`src/rtl/instruction_ram_loader_if.sv`:
```
// Byte-stream input and instruction-RAM write port of the loader.
// The master modport is the loader side; the slave modport is the byte source and RAM side.
interface instruction_ram_loader_if;
  logic [7:0]  byte_in;
  logic        byte_valid;
  logic        byte_ready;
  logic [31:0] i_ram_input;
  logic [9:0]  i_ram_writing_address;
  logic        flag_write_i_ram;

  modport master (
    input  byte_in,
    input  byte_valid,
    output byte_ready,
    output i_ram_input,
    output i_ram_writing_address,
    output flag_write_i_ram
  );

  modport slave (
    output byte_in,
    output byte_valid,
    input  byte_ready,
    input  i_ram_input,
    input  i_ram_writing_address,
    input  flag_write_i_ram
  );
endinterface

```
`src/rtl/instruction_ram_loader.sv`:
```
// Loads a count-prefixed big-endian byte stream into instruction RAM: 4 accepted bytes then 1 write cycle per word.
// byte_ready is low outside COUNT/DATA and whenever abort is high, so the source simply stalls.
module instruction_ram_loader #(
  parameter int MAX_WORDS = 31
) (
  input  logic                            clock,
  input  logic                            reset,
  input  logic                            start,
  input  logic                            abort,
  instruction_ram_loader_if.master        bus,
  output logic                            cpu_hold,
  output logic                            done,
  output logic                            error,
  output logic [9:0]                      words_loaded
);

  localparam logic [9:0] MAX_N = 10'(MAX_WORDS);

  typedef enum logic [2:0] {
    IDLE,
    COUNT,
    DATA,
    WRITE,
    DONE,
    ERROR
  } state_t;

  state_t      state_q, state_d;
  logic [7:0]  n_q, n_d;
  logic [1:0]  idx_q, idx_d;
  logic [23:0] part_q, part_d;
  logic [9:0]  wl_q, wl_d;
  logic [31:0] din_q, din_d;
  logic [9:0]  addr_q, addr_d;
  logic        accept;
  logic [9:0]  wl_inc;

  // Abort withdraws ready so a byte offered in an abort cycle is never consumed.
  assign bus.byte_ready = ((state_q == COUNT) || (state_q == DATA)) && !abort;
  assign accept         = bus.byte_valid && bus.byte_ready;
  assign wl_inc         = wl_q + 10'd1;

  always_comb begin
    state_d = state_q;
    n_d     = n_q;
    idx_d   = idx_q;
    part_d  = part_q;
    wl_d    = wl_q;
    din_d   = din_q;
    addr_d  = addr_q;
    case (state_q)
      IDLE, DONE, ERROR: begin
        if (start) begin
          state_d = COUNT;
          wl_d    = 10'd0;
          idx_d   = 2'd0;
        end
      end
      COUNT: begin
        if (abort) begin
          state_d = IDLE;
        end else if (accept) begin
          n_d = bus.byte_in;
          if ((bus.byte_in == 8'd0) || ({2'b00, bus.byte_in} > MAX_N)) begin
            state_d = ERROR;
          end else begin
            state_d = DATA;
            idx_d   = 2'd0;
          end
        end
      end
      DATA: begin
        if (abort) begin
          state_d = IDLE;
        end else if (accept) begin
          part_d = {part_q[15:0], bus.byte_in};
          idx_d  = idx_q + 2'd1;
          if (idx_q == 2'd3) begin
            state_d = WRITE;
            din_d   = {part_q, bus.byte_in};
            addr_d  = wl_q;
          end
        end
      end
      WRITE: begin
        // The write itself is unconditional; abort only redirects where we go next.
        wl_d = wl_inc;
        if (abort) begin
          state_d = IDLE;
        end else if (wl_inc == {2'b00, n_q}) begin
          state_d = DONE;
        end else begin
          state_d = DATA;
          idx_d   = 2'd0;
        end
      end
      default: state_d = IDLE;
    endcase
  end

  always_ff @(posedge clock or negedge reset) begin
    if (!reset) begin
      state_q <= IDLE;
      n_q     <= 8'd0;
      idx_q   <= 2'd0;
      part_q  <= 24'd0;
      wl_q    <= 10'd0;
      din_q   <= 32'd0;
      addr_q  <= 10'd0;
    end else begin
      state_q <= state_d;
      n_q     <= n_d;
      idx_q   <= idx_d;
      part_q  <= part_d;
      wl_q    <= wl_d;
      din_q   <= din_d;
      addr_q  <= addr_d;
    end
  end

  assign bus.flag_write_i_ram      = (state_q == WRITE);
  assign bus.i_ram_input           = din_q;
  assign bus.i_ram_writing_address = addr_q;
  assign cpu_hold                  = (state_q == COUNT) || (state_q == DATA) || (state_q == WRITE);
  assign done                      = (state_q == DONE);
  assign error                     = (state_q == ERROR);
  assign words_loaded              = wl_q;

endmodule

```
`src/flat_wrapper.sv`:
```
// flat-port wrapper written by rule: the top's interface ports become plain ports
module instruction_ram_loader_flat 
#(
  parameter int MAX_WORDS = 31
)
  (clock, reset, start, abort, cpu_hold, done, error, words_loaded, bus_byte_in, bus_byte_valid, bus_byte_ready, bus_i_ram_input, bus_i_ram_writing_address, bus_flag_write_i_ram);
  instruction_ram_loader_if bus_i ();
  input  logic clock;
  input  logic reset;
  input  logic start;
  input  logic abort;
  output logic cpu_hold;
  output logic done;
  output logic error;
  output logic [9:0] words_loaded;
  input wire logic [$bits(bus_i.byte_in)-1:0] bus_byte_in;
  input wire logic [$bits(bus_i.byte_valid)-1:0] bus_byte_valid;
  output wire logic [$bits(bus_i.byte_ready)-1:0] bus_byte_ready;
  output wire logic [$bits(bus_i.i_ram_input)-1:0] bus_i_ram_input;
  output wire logic [$bits(bus_i.i_ram_writing_address)-1:0] bus_i_ram_writing_address;
  output wire logic [$bits(bus_i.flag_write_i_ram)-1:0] bus_flag_write_i_ram;
  assign bus_i.byte_in = bus_byte_in;
  assign bus_i.byte_valid = bus_byte_valid;
  assign bus_byte_ready = bus_i.byte_ready;
  assign bus_i_ram_input = bus_i.i_ram_input;
  assign bus_i_ram_writing_address = bus_i.i_ram_writing_address;
  assign bus_flag_write_i_ram = bus_i.flag_write_i_ram;
  instruction_ram_loader #(.MAX_WORDS(MAX_WORDS)) u_core (.clock(clock), .reset(reset), .start(start), .abort(abort), .bus(bus_i), .cpu_hold(cpu_hold), .done(done), .error(error), .words_loaded(words_loaded));
endmodule
```
`config.mk`:
```
export PLATFORM = sky130hd
export DESIGN_NAME = instruction_ram_loader_flat
export DESIGN_NICKNAME = d
export VERILOG_FILES = /design/src/rtl/instruction_ram_loader_if.sv /design/src/rtl/instruction_ram_loader.sv /design/src/flat_wrapper.sv
export SDC_FILE = /design/constraint.sdc
export NUM_CORES = 1
export LEC_CHECK = 0
export ABC_AREA = 1
export ABC_CLOCK_PERIOD_IN_PS = 2300
export BUFFER_PORTS_ARGS = -buffer_cell sky130_fd_sc_hd__buf_4
export CORE_MARGIN = 2
export CORE_UTILIZATION = 49
export DETAILED_ROUTE_END_ITERATION = 10
export GPL_ROUTABILITY_DRIVEN = 0
export HOLD_SLACK_MARGIN = 0.02
export PLACE_DENSITY = 0.71
export SYNTH_ARGS = -nofsm -noshare
export SYNTH_HDL_FRONTEND = slang
export SYNTH_SLANG_ARGS = --single-unit
```
`constraint.sdc`:
```
create_clock -name clock -period 2.3 [get_ports clock]
set_input_delay 0.46 -clock clock [delete_from_list [all_inputs] [get_ports clock]]
set_output_delay 0.46 -clock clock [all_outputs]
set_load 0.01 [all_outputs]
```
==> results.py <==
metrics = {
    "final_layout": {
        "syn_to_final_growth_pct": 20.74,
        "final_util": 0.6099,
        "drive_gt1_frac": 0.2305,
        "layout_commonest_cell": "nand2_1",
        "finalNetCount": 522,
        "diodes": 0,
        "layout_common_cells": "nand2_1 (90), dfrtp_1 (88), buf_4 (74)",
    },
    "floorplan": {
        "io-pin-count": 70,
        "dieArea_sq_um": 8697,
        "die_w_microns": 93.26,
        "rows": 32,
        "core_area_sq_um": 7727,
        "die_h_microns": 93.26,
        "initial_core_util": 0.5052,
    },
    "timing": {
        "maxSlewHeadroom": 0.5194,
        "postLayoutSetupSlackWorst_ps": 291.7,
        "fin_worst_skew_ps": 12.49,
        "worst_pin_slew_ps": 716.1,
        "drv_slew": 0,
        "timing.fmax_mhz": 497.9,
        "rsz0062_at_grt": "no",
        "final.setup.tns_ps": 0,
        "setup_viol": 0,
        "holdWs_ps": 17.37,
        "fin_crit_sh": 0.8732,
        "min_period_ps": 2008,
        "timing_hold_violations_final": 0,
    },
    "status": {
        "status": "finished clean",
    },
    "logic_synthesis": {
        "synth.distinct_cells": 31,
        "synth-edff-count": 0,
        "synth_area_sq_um": 3904,
        "synth-seq-cells": 89,
        "synth_fp_nets": 449,
        "syn_avg_cell_area_sq_um": 8.995,
        "ys.flop_type": "dfrtp_1",
        "synth_area_leaders": "dfrtp_1 (57%), nand2_1 (8.7%), inv_1 (5.2%)",
        "async_flop_share": 1.000,
        "yosys_warnings": 0,
        "syn_inst": 434,
        "yosysTopAreaCellShare": 0.5705,
        "seq_area_frac_synth": 0.5705,
        "yosysTopAreaCell": "dfrtp_1",
    },
    "global_routing": {
        "grt_pass1_wl_microns": 13660,
        "grt_use_met3": 0.02820,
        "antenna_found_initial": 0,
        "grt_util_all_layers": 0.2000,
        "gr-total-overflow": 0,
        "met1_usage": 0.2984,
        "met2_usage": 0.2962,
        "busiest_layer": "met1",
        "grt_max_degree": 49,
        "first_global_vias": 2824,
    },
    "clock_tree": {
        "h-tree-depth": 3,
        "cts_num_sinks": 89,
        "clock_latency_ps": 360,
        "cts_buffers": 9,
        "path_clk_slew_ps": 90,
        "cts.path.max_buffers": 2,
        "cts-root-buf": "clkbuf_8",
        "cts_tree": "done",
    },
    "drt": {
        "route.detailed.drc": 0,
        "avgRoutedWirePerCell_microns": 12.92,
        "via_count": 3064,
        "dr.pass1.iters": 5,
        "drtIter0Drc": 231,
        "ant_nets": 0,
        "viasPerCell": 4.990,
        "wirelength_microns": 7930,
    },
    "placement": {
        "dp_hpwl_microns": 5769,
        "port_buffers": 69,
        "pre_cts_ws_ps": 256.4,
    },
    "critical_path": {
        "cp-end-kind": "flip-flop",
        "crit_type": "flip-flop to flip-flop",
        "worstPathArrival_ps": 2300,
        "cp-start-kind": "flip-flop",
        "cp.required_ps": 2590,
        "cp_max_fo": 5,
    },
    "flow_run": {
        "drv_cap": 0,
    },
    "worst_hold_path": {
        "min_path_type": "input port to async pin",
    },
    "power": {
        "p_per_area_nw_per_um2": 779.0,
        "ir_drop_uv": 382.0,
        "p_leak_nw": 2.373,
    },
}
[path summary, 6_finish.rpt]
check | start | endpoint | slack, ps | cells after the start
setup / recovery | u_core.words_loaded[0] | u_core.idx_q[1] | 290 | 13
hold / removal | reset | u_core.state_q[2] | 20 | 1
setup reg to reg | u_core.words_loaded[0] | u_core.idx_q[1] | 290 | 13
hold reg to reg | u_core.part_q[17] | u_core.part_q[17] | 490 | 2
max in group asynchronous | reset | u_core.words_loaded[1] | 1660 | 2
min in group clock | bus_byte_in[4] | u_core.bus.i_ram_input[4] | 410 | 3
[worst max-delay path, cell delays in order, from the launching register on]
cell     delay, ps
dfrtp_1        450
ha_1           260
nand2_1        120
nor2_2         210
nand2_1         80
nand2_1         60
nand2_1         70
nor2_1         100
nand2_1         50
nor2_1         110
nand4_1        170
nand3_1        140
nand2_1         50
nand2_1         50
[cell families after synthesis]
logic type                 synth area share
muxes                               0.02308
AOI/OAI and AO/OA                    0.1244
xor gates and xnor gates            0.01026
DFF                                  0.5705
adders and majority gates          0.006409
buffers and inverters               0.07820
and+or+nand+nor                      0.1872
[power breakdown]
part	leakage (nW)	switching [W]	total (W)	internal, W
sequential	1.20	0.000143	0.00188	0.00174
clock	0.0839	0.000571	0.000977	0.000406
combinational	1.09	0.000486	0.000816	0.000330
total	2.37	0.00120	0.00367	0.00247
[synth_stat cells, types with 2 or more instances]
master and count:
inv_2 2, a21oi_1 33, buf_4 4, o21ai_0 40, mux2_2 8, nand3_2 3
nor3_1 3, nand3b_1 2, buf_6 3, a21oi_2 7, nand4_1 3, nand2_1 90
nor2_4 2, dfrtp_1 89, nand3_1 17, xor2_1 2, buf_2 4, ha_1 2
nor2_1 50, o22ai_1 4, inv_1 54, clkbuf_1 3
[registers in the layout, summed over array words and instances (netlist names)]
signal                            count
u_core.bus.i_ram_input               32
u_core.part_q                        24
u_core.bus.i_ram_writing_address     10
u_core.state_q                        3
u_core.words_loaded                  10
u_core.n_q                            8
u_core.idx_q                          2
[per-layer routing]
metal	vias up	routed length (microns)
li1	1536	-
met1	1432	3846
met2	80	3561
met3	16	348
met4	0	174
met5	-	0
[through the flow]
step / cells / total power [W] / instance area, sq um
2_1_floorplan: 434 / 0.002418 / 3904
3_3_place_gp: 598 / 0.002707 / 4532
3_5_place_dp: 598 / 0.002733 / 4532
4_1_cts: 614 / 0.003698 / 4710
5_1_grt: 614 / 0.003897 / 4713
6_report: 614 / 0.003672 / 4713
[timing repair]
item / in CTS / in global routing
hold buffers: 0 / 0
buffers inserted: 0 / 0
endpoints found under the setup margin: 0 / 3
resized for setup: 0 / 2
[final cells by class]
class                      count  area [sq um]
sequential                    89          2228
clock inverter                 6         50.05
multi-input combinational    275          1374
tap                          102         127.6
inverter                      56         210.2
fill                         689          3014
timing repair buffer          76         595.6
clock buffer                  10         127.6
(Power assumes the default switching activity.)
